<file path="src/rtl/bp_fe_instr_realigner.sv">
// Splits the word-aligned 32-bit fetch stream into RV64GC instructions on 16-bit
// boundaries, stitching 32-bit instructions that straddle two fetch words.
module bp_fe_instr_realigner #(
  parameter int unsigned vaddr_width_p = 39
) (
  input  logic                     clk_i,
  input  logic                     reset_i,
  input  logic                     flush_i,
  input  logic                     fetch_v_i,
  input  logic [vaddr_width_p-1:0] fetch_pc_i,
  input  logic [31:0]              fetch_data_i,
  output logic                     fetch_ready_o,
  output logic                     instr_v_o,
  output logic [31:0]              instr_o,
  output logic [vaddr_width_p-1:0] instr_pc_o,
  output logic                     instr_compressed_o,
  input  logic                     instr_yumi_i
);

  localparam int unsigned VW = vaddr_width_p;

  typedef enum logic [2:0] {
    SEL_NONE,
    SEL_STITCH,
    SEL_RVC,
    SEL_FULL,
    SEL_SPILL
  } sel_e;

  logic [31:0]   word_r;
  logic [VW-1:0] word_pc_r;
  logic          off_r;
  logic          word_v_r;
  logic [15:0]   hold_r;
  logic [VW-1:0] hold_pc_r;
  logic          hold_v_r;

  sel_e          sel;
  logic [15:0]   parcel;
  logic [VW-1:0] parcel_pc;
  logic          active;
  logic          take;
  logic          retire;
  logic          accept;
  logic          unused_pc_lsb;

  assign unused_pc_lsb = fetch_pc_i[0];

  // Decode what the buffered state offers this cycle
  always_comb begin
    sel       = SEL_NONE;
    parcel    = off_r ? word_r[31:16] : word_r[15:0];
    parcel_pc = {word_pc_r[VW-1:2], off_r, 1'b0};
    if (word_v_r) begin
      if (hold_v_r)                 sel = SEL_STITCH;
      else if (parcel[1:0] != 2'b11) sel = SEL_RVC;
      else if (!off_r)              sel = SEL_FULL;
      else                          sel = SEL_SPILL;
    end
  end

  // Output mux and handshake; reset and flush mask everything
  always_comb begin
    active             = ~reset_i & ~flush_i;
    instr_v_o          = 1'b0;
    instr_o            = '0;
    instr_pc_o         = '0;
    instr_compressed_o = 1'b0;
    if (active) begin
      case (sel)
        SEL_STITCH: begin
          instr_v_o  = 1'b1;
          instr_o    = {word_r[15:0], hold_r};
          instr_pc_o = hold_pc_r;
        end
        SEL_RVC: begin
          instr_v_o          = 1'b1;
          instr_o            = {16'b0, parcel};
          instr_pc_o         = parcel_pc;
          instr_compressed_o = 1'b1;
        end
        SEL_FULL: begin
          instr_v_o  = 1'b1;
          instr_o    = word_r;
          instr_pc_o = word_pc_r;
        end
        default: ;
      endcase
    end
    take          = instr_v_o & instr_yumi_i;
    retire        = active & ((sel == SEL_SPILL)
                    | (take & (((sel == SEL_RVC) & off_r) | (sel == SEL_FULL))));
    fetch_ready_o = active & (~word_v_r | retire);
    accept        = fetch_v_i & fetch_ready_o;
  end

  always_ff @(posedge clk_i) begin
    if (reset_i) begin
      word_r    <= '0;
      word_pc_r <= '0;
      off_r     <= 1'b0;
      word_v_r  <= 1'b0;
      hold_r    <= '0;
      hold_pc_r <= '0;
      hold_v_r  <= 1'b0;
    end else if (flush_i) begin
      word_v_r <= 1'b0;
      hold_v_r <= 1'b0;
    end else begin
      if (sel == SEL_SPILL) begin
        hold_r    <= parcel;
        hold_pc_r <= {word_pc_r[VW-1:2], 2'b10};
        hold_v_r  <= 1'b1;
      end
      if (take && (sel == SEL_STITCH)) begin
        hold_v_r <= 1'b0;
        off_r    <= 1'b1;
      end
      if (take && (sel == SEL_RVC) && !off_r) off_r <= 1'b1;
      if (retire) word_v_r <= 1'b0;
      // A half-aligned start means the stream broke, so any held lower half is stale
      if (accept) begin
        word_r    <= fetch_data_i;
        word_pc_r <= {fetch_pc_i[VW-1:2], 2'b00};
        off_r     <= fetch_pc_i[1];
        word_v_r  <= 1'b1;
        if (fetch_pc_i[1]) hold_v_r <= 1'b0;
      end
    end
  end

endmodule

</file>
<file path="config.mk">
export PLATFORM = sky130hd
export DESIGN_NAME = bp_fe_instr_realigner
export DESIGN_NICKNAME = d
export VERILOG_FILES = /design/src/rtl/bp_fe_instr_realigner.sv
export SDC_FILE = /design/constraint.sdc
export NUM_CORES = 1
export LEC_CHECK = 0
export ABC_AREA = 1
export CAP_MARGIN = 20
export CORE_MARGIN = 2
export CORE_UTILIZATION = 52
export CTS_BUF_LIST = sky130_fd_sc_hd__clkbuf_8
export DETAILED_ROUTE_END_ITERATION = 12
export PLACE_DENSITY = 0.84
export SYNTH_ARGS = -nofsm -noshare
export SYNTH_HDL_FRONTEND = slang
export SYNTH_SLANG_ARGS = --single-unit
</file>
<file path="constraint.sdc">
create_clock -name clk_i -period 2.95 [get_ports clk_i]
set_clock_uncertainty 0.2 [all_clocks]
set_input_delay 0.4425 -clock clk_i [delete_from_list [all_inputs] [get_ports clk_i]]
set_output_delay 0.4425 -clock clk_i [all_outputs]
set_load 0.005 [all_outputs]
</file>
==> results of run 1 <==
-- cell type report --
cell class,instances,area share (%)
well taps,147,2.13
repair buffers,182,22.7
clock buffers,20,3.19
clock inverters,12,1.86
flip-flops and latches,126,29.4
multi-input cells,657,37.5
inverters,73,3.22
-- per-stage QoR --
| step | cell area [sq um] | util, % |
|---|---|---|
| floorplan | 6270 | - |
| global placement | 7870 | 66.1 |
| detailed placement | 7870 | 66.1 |
| CTS | 8420 | 70.7 |
| global route | 8620 | 72.4 |
| finish | 8620 | 72.4 |
-- routing by layer --
layer | vias to the layer above | track usage [%]
met1 | 2926 | 35.0
met4 | 0 | 8.78
met2 | 273 | 44.6
li1 | 3257 | -
met3 | 38 | 4.89
met5 | - | 0
-- layout by cell type (no fill, tap or decap), drive strengths merged --
master | Yosys | layout
o22ai | 8 | 8
a221oi | 6 | 6
or2 | 15 | 15
nand4 | 1 | 1
mux2i | 6 | 6
clkinv | 2 | 4
dfxtp | 126 | 126
nand2 | 165 | 165
buf | 28 | 33
a21oi | 118 | 118
nand3 | 40 | 40
clkinvlp | 0 | 3
o21ai | 60 | 60
nor2 | 166 | 166
dlymetal6s2s | 0 | 23
nand3b | 69 | 69
a31oi | 2 | 2
bufinv | 0 | 3
bufbuf | 0 | 1
conb | 1 | 1
clkdlybuf4s50 | 0 | 123
clkbuf | 48 | 22
inv | 71 | 75
-- worst max-delay path: cells and delay by family (launching register included) --
| family | cells | cell delay, ns |
|---|---|---|
| buffers and inverters | 4 | 0.96 |
| AND/OR/NAND/NOR | 4 | 0.44 |
| flip-flops | 1 | 0.38 |
| AO/OA/AOI/OAI | 1 | 0.08 |
-- flip-flops by register name, indices dropped and copies added (netlist names) --
signal,cells
hold_pc_r,38
word_pc_r,37
word_r,32
hold_r,16
hold_v_r,1
off_r,1
word_v_r,1
-- logic make-up after synthesis --
group,after synthesis,synth area share (%)
AND/OR/NAND/NOR,456,33.1
other,1,0.0598
buffers and inverters,149,9.36
multiplexers,6,0.958
AO/OA/AOI/OAI,194,16.3
flip-flops,126,40.2
-- repair_timing --
action | in CTS | in global routing
buffers inserted | 6 | 4
cloned | 2 | 2
resized for setup | 11 | 44
setup endpoints to repair | 43 | 67
pin swaps | 1 | 8
-- power groups by stage --
stage,Sequential [mW],Clock (mW),Combinational (mW)
after CTS,1.79,1.63,0.383
after detailed placement,1.83,0,0.372
after global placement,1.83,0,0.367
after global routing,1.80,1.72,0.428
final,1.79,1.63,0.390
after floorplan,1.82,0,0.217
-- worst min path at each step --
stage / startpoint / endpoint / slack [ns]
after detailed placement: hold_pc_r[10]$_SDFFE_PP0P_ / hold_pc_r[10]$_SDFFE_PP0P_ / 0.23
after global placement: hold_pc_r[17]$_SDFFE_PP0P_ / hold_pc_r[17]$_SDFFE_PP0P_ / 0.23
after floorplan: hold_pc_r[10]$_SDFFE_PP0P_ / hold_pc_r[10]$_SDFFE_PP0P_ / 0.22
final: fetch_v_i / word_v_r$_SDFFE_PN0P_ / 0.16
after global routing: fetch_v_i / word_v_r$_SDFFE_PN0P_ / 0.15
after CTS: fetch_v_i / word_v_r$_SDFFE_PN0P_ / 0.15
==> results.txt, run 1 <==
DR iter-0 viols = 648
mapped cell area = 6270 sq um
kind of critical path = reg2out
clk root buf = clkbuf_8
setup slack at placement = -0.0294 ns
vias in the first global route = 5680
Tot Pwr = 3.81 mW
CP Cell Sequence = inv_4 -> nand2_1 -> nand2_2 -> nand4_1 -> inv_2 -> clkbuf_16 -> a221oi_1 -> nor2_1 -> clkdlybuf4s50_1
share of the synthesized area in the top cell type = 40.2%
status = finished clean
DRC violations left = 0
Cell Count Post-Placement = 1171
Max Clk Rate = 341 MHz
worst-skew pair later-pin latency = 0.43 ns
Reg-to-Reg Start = word_v_r$_SDFFE_PN0P_
hpwl dp = 10500 um
Max clock buf depth = 2
Synth async-reset ratio = 0%
Synth cell types = 27
Cell Int Power = 2.86 mW
Critical Path Max Stage Delay = 0.53 ns
Net Sw Frac = 25.0%
Slew Limit Fails = 0
Worst Max-Slew Pin Slew = 0.966 ns
worst-path fanout max = 16
final setup vio count = 0
IO Port Bufs = 147
clock group share of total power = 42.7%
Filler cells = 984
RSZ-0062 raised after global routing = yes
footprint of the multi-input gates = 3240 sq um
critical path's slowest cell = clkdlybuf4s50_1
GRT overflow = 0
number of max-cap violations = 0
initial antenna violation count = 0
via count = 6494
Final Wtd Congestion = 0.833
Met3 Routed Length = 1170 um
wire per inst = 15.1 um
Psw = 0.952 mW
layout cells sized above 1 = 10.3%
Sink Count = 126
largest net degree at the start of global routing = 106
Slew headroom = 35.6%
largest cells by area after synthesis = dfxtp_1 (40%), nor2_1 (9.8%), nand2_1 (9.8%)
clock-pin slew on the worst setup and hold paths = 0.07 ns
top layer in use = met4
aggregate routed wire length = 18400 um
hold buffer count at cts = 0
register area share after synthesis = 40.2%
critical path endpoint category = output port
sequential power share = 47.1%
Initial DRT Pass Iterations = 5
die area = 13000 sq um
length in cells of the worst reg-to-reg path = 14
syn_area_per_cell = 6.73 sq um
critical path arrival = 2.29 ns
core area = 11900 sq um
hold_ws = 0.160 ns
Hold Fails Final Rpt = 0
post-route worst setup slack = 0.0184 ns
worst hold path class = in2reg
Pwr Density = 442 nW/um^2
Starting Density = 52.6%
NumNets Final = 1133
top-count cell post-synth = nor2_1
Reg-to-Reg End = word_r[0]$_SDFFE_PP0P_
r2r setup slk = 0.13 ns
die width = 114 um
Hold Path Depth = 3
post-synth top area cell = dfxtp_1
Pleak = 3.48 nW
Synth Net Count = 1008
CP startpoint kind = flip-flop
fin crit share = 99.4%
top cell types by occurrence after synthesis = nor2_1 (164), nand2_1 (163), dfxtp_1 (126), a21oi_1 (118), nand3b_1 (69)
Seq. cell area = 2530 sq um
antenna viol nets, final = 0
Critical Path Start = off_r$_SDFFE_PP0P_
die height = 114 um
CP Capture Point = instr_o[5]
H-tree levels = 4
# diodes = 0
Worst IR Drop VDD = 237 uV
Final Non-Filler Cells = 1217
DR WL met2 = 8810 um
register bit count reported by yosys = 126
Post-Synthesis Cells = 932
M1 wire length = 7990 um
Total GRT Usage = 26.7%
Post-synth EDFFs = 0
Critical Path RT = 2.31 ns
CTS Buf Count = 17
DR vias/cell = 5.34
I/O pin count = 150
setup tns final = 0 ns
Primary FF master, synth = dfxtp_1
# rows = 40
Syn-to-layout area delta = 37.5%
Comb power frac = 10.2%
Ys Warns = 0
first-pass GRT wire length = 27800 um
CTS tree = built
post-route minimum period = 2.93 ns
Power figures use the tool's default switching activity.
==> run 2, diff against run 1 <==
Settings changed: GPL_TIMING_DRIVEN set to 0, PLACE_DENSITY 0.84 to 0.85.
==> run 2 against run 1 <==
The run now ends with setup timing left. Sequential share of layout area shrank 0.45 points. Final area grew 1.5%. Core utilization grew 1.1 points. Sequential power is essentially flat.
==> results.txt, run 2 (synthesis results as in run 1) <==
status = finished, violations left
failing checks = setup timing
Reg-to-Reg Start = off_r$_SDFFE_PP0P_
leading cell type in the layout, fill and taps excluded = nor2_1
clock-pin slew on the worst setup and hold paths = 0.08 ns
H-tree levels = 4
biggest regs = hold_pc_r x38, word_pc_r x37, word_r x32
Max clock buf depth = 2
hold_ws = 0.246 ns
Starting Density = 52.6%
NumNets Final = 1195
first-pass GRT wire length = 32100 um
Sink Count = 126
GRT overflow = 0
CTS tree = built
placed cell areas = 7920 sq um
# diodes = 0
Hold Fails Final Rpt = 0
layout cells sized above 1 = 12.0%
post-route cell area = 8750 sq um
die width = 114 um
length in cells of the worst reg-to-reg path = 16
Critical Path RT = 2.31 ns
most frequent cells in the layout = nor2_1 (160), nand2_1 (159), dfxtp_1 (123)
Worst IR Drop VDD = 248 uV
kind of critical path = reg2out
Worst Max-Slew Pin Slew = 0.747 ns
wire per inst = 16.1 um
clk root buf = clkbuf_8
die height = 114 um
CP startpoint kind = flip-flop
Syn-to-layout area delta = 39.5%
post-route worst setup slack = -0.0780 ns
Final Wtd Congestion = 0.878
Max Clk Rate = 330 MHz
initial antenna violation count = 0
IO Port Bufs = 146
Pwr Density = 455 nW/um^2
critical path endpoint category = output port
setup slack at placement = -0.563 ns
I/O pin count = 150
worst-skew pair later-pin latency = 0.44 ns
worst hold path class = reg2reg
Reg-to-Reg End = word_pc_r[36]$_SDFFE_PP0P_
largest net degree at the start of global routing = 17
worst-path fanout max = 6
Pleak = 3.42 nW
CP Capture Point = fetch_ready_o
die area = 13000 sq um
DR iter-0 viols = 864
post-route minimum period = 3.03 ns
Critical Path Start = off_r$_SDFFE_PP0P_
Initial DRT Pass Iterations = 6
Top reg by flops = hold_pc_r
core area = 11900 sq um
setup tns final = -0.149 ns
Final Non-Filler Cells = 1279
# rows = 40
number of max-cap violations = 0
Slew headroom = 50.2%
vias in the first global route = 6563
hpwl dp = 13300 um
DR vias/cell = 5.55
via count = 7101
Total GRT Usage = 31.2%
CTS Buf Count = 17
Tot Pwr = 3.98 mW
max reg flops = 38
r2r setup slk = 0.24 ns
antenna viol nets, final = 0
critical path arrival = 2.39 ns
share of the core filled with cells = 73.4%
aggregate routed wire length = 20600 um
Slew Limit Fails = 0
fin crit share = 103%
RSZ-0062 raised after global routing = yes
Cell Count Post-Placement = 1225
DRC violations left = 0
final setup vio count = 3
==> run 2: cell types whose count changed in the layout (fill, tap and decap cells not counted), moves of 6 or more <==
cell,previous run,this run
buf_1,0,14
dlygate4sd2_1,0,16
clkbuf_4,0,6
buf_2,1,11
dlymetal6s2s_1,23,7
buf_12,8,0
clkdlybuf4s50_1,123,114
clkbuf_1,0,28
clkbuf_2,0,10
==> run 2: cell type report <==
type                       instances  area, sq um
multi-input combinational        657         3260
fill                             934         3160
sequential                       126         2530
timing repair buffer             168         1610
buffer                            76          427
inverter                          73          277
clock buffer                      18          248
clock inverter                    14          216
tap                              147          184
==> run 2: worst max-delay path: stages, from the launching register on <==
cell and delay, ns:
dfxtp_2 0.33, buf_6 0.12, inv_2 0.07, nand2_1 0.06, nand2_2 0.09, nand4_1 0.22
nand2_1 0.18, nand2_2 0.07, a31oi_4 0.15, buf_6 0.14, clkdlybuf4s50_1 0.49
==> run 2: how the worst min path moves through the flow <==
stage / from / endpoint / slack [ns] / cells after the start
final: hold_pc_r[23]$_SDFFE_PP0P_ / hold_pc_r[23]$_SDFFE_PP0P_ / 0.25 / 2
after global routing: hold_pc_r[7]$_SDFFE_PP0P_ / hold_pc_r[7]$_SDFFE_PP0P_ / 0.26 / 2
after CTS: hold_pc_r[13]$_SDFFE_PP0P_ / hold_pc_r[13]$_SDFFE_PP0P_ / 0.25 / 2
after detailed placement: hold_pc_r[13]$_SDFFE_PP0P_ / hold_pc_r[13]$_SDFFE_PP0P_ / 0.24 / 2
after global placement: hold_pc_r[15]$_SDFFE_PP0P_ / hold_pc_r[15]$_SDFFE_PP0P_ / 0.23 / 2
after floorplan: hold_pc_r[10]$_SDFFE_PP0P_ / hold_pc_r[10]$_SDFFE_PP0P_ / 0.22 / 2
==> run 2: metal layers <==
metal  vias up  track usage, %  part of all wire, %  routed length [um]
met5         -               0                    0                   0
met4         0            13.7                  3.5                 727
met3        77            4.62                  7.8                1610
met2       407            52.1                   48                9870
met1      3233            40.1                   41                8400
li1       3384               -                    -                   -
==> run 2: report_power, final <==
part / total (mW) / internal [mW] / switching [mW]
Clock: 1.78 / 1.03 / 0.747
Combinational: 0.408 / 0.198 / 0.210
Sequential: 1.80 / 1.75 / 0.0476
Total: 3.98 / 2.98 / 1.00
==> run 2: what timing repair did <==
item	4_1_cts	5_1_grt
pin swaps	8	5
resized for setup	79	63
buffers inserted	11	8
cloned	3	0
hold buffers	0	0
hold endpoints to repair	0	0
endpoints found under the setup margin	72	61
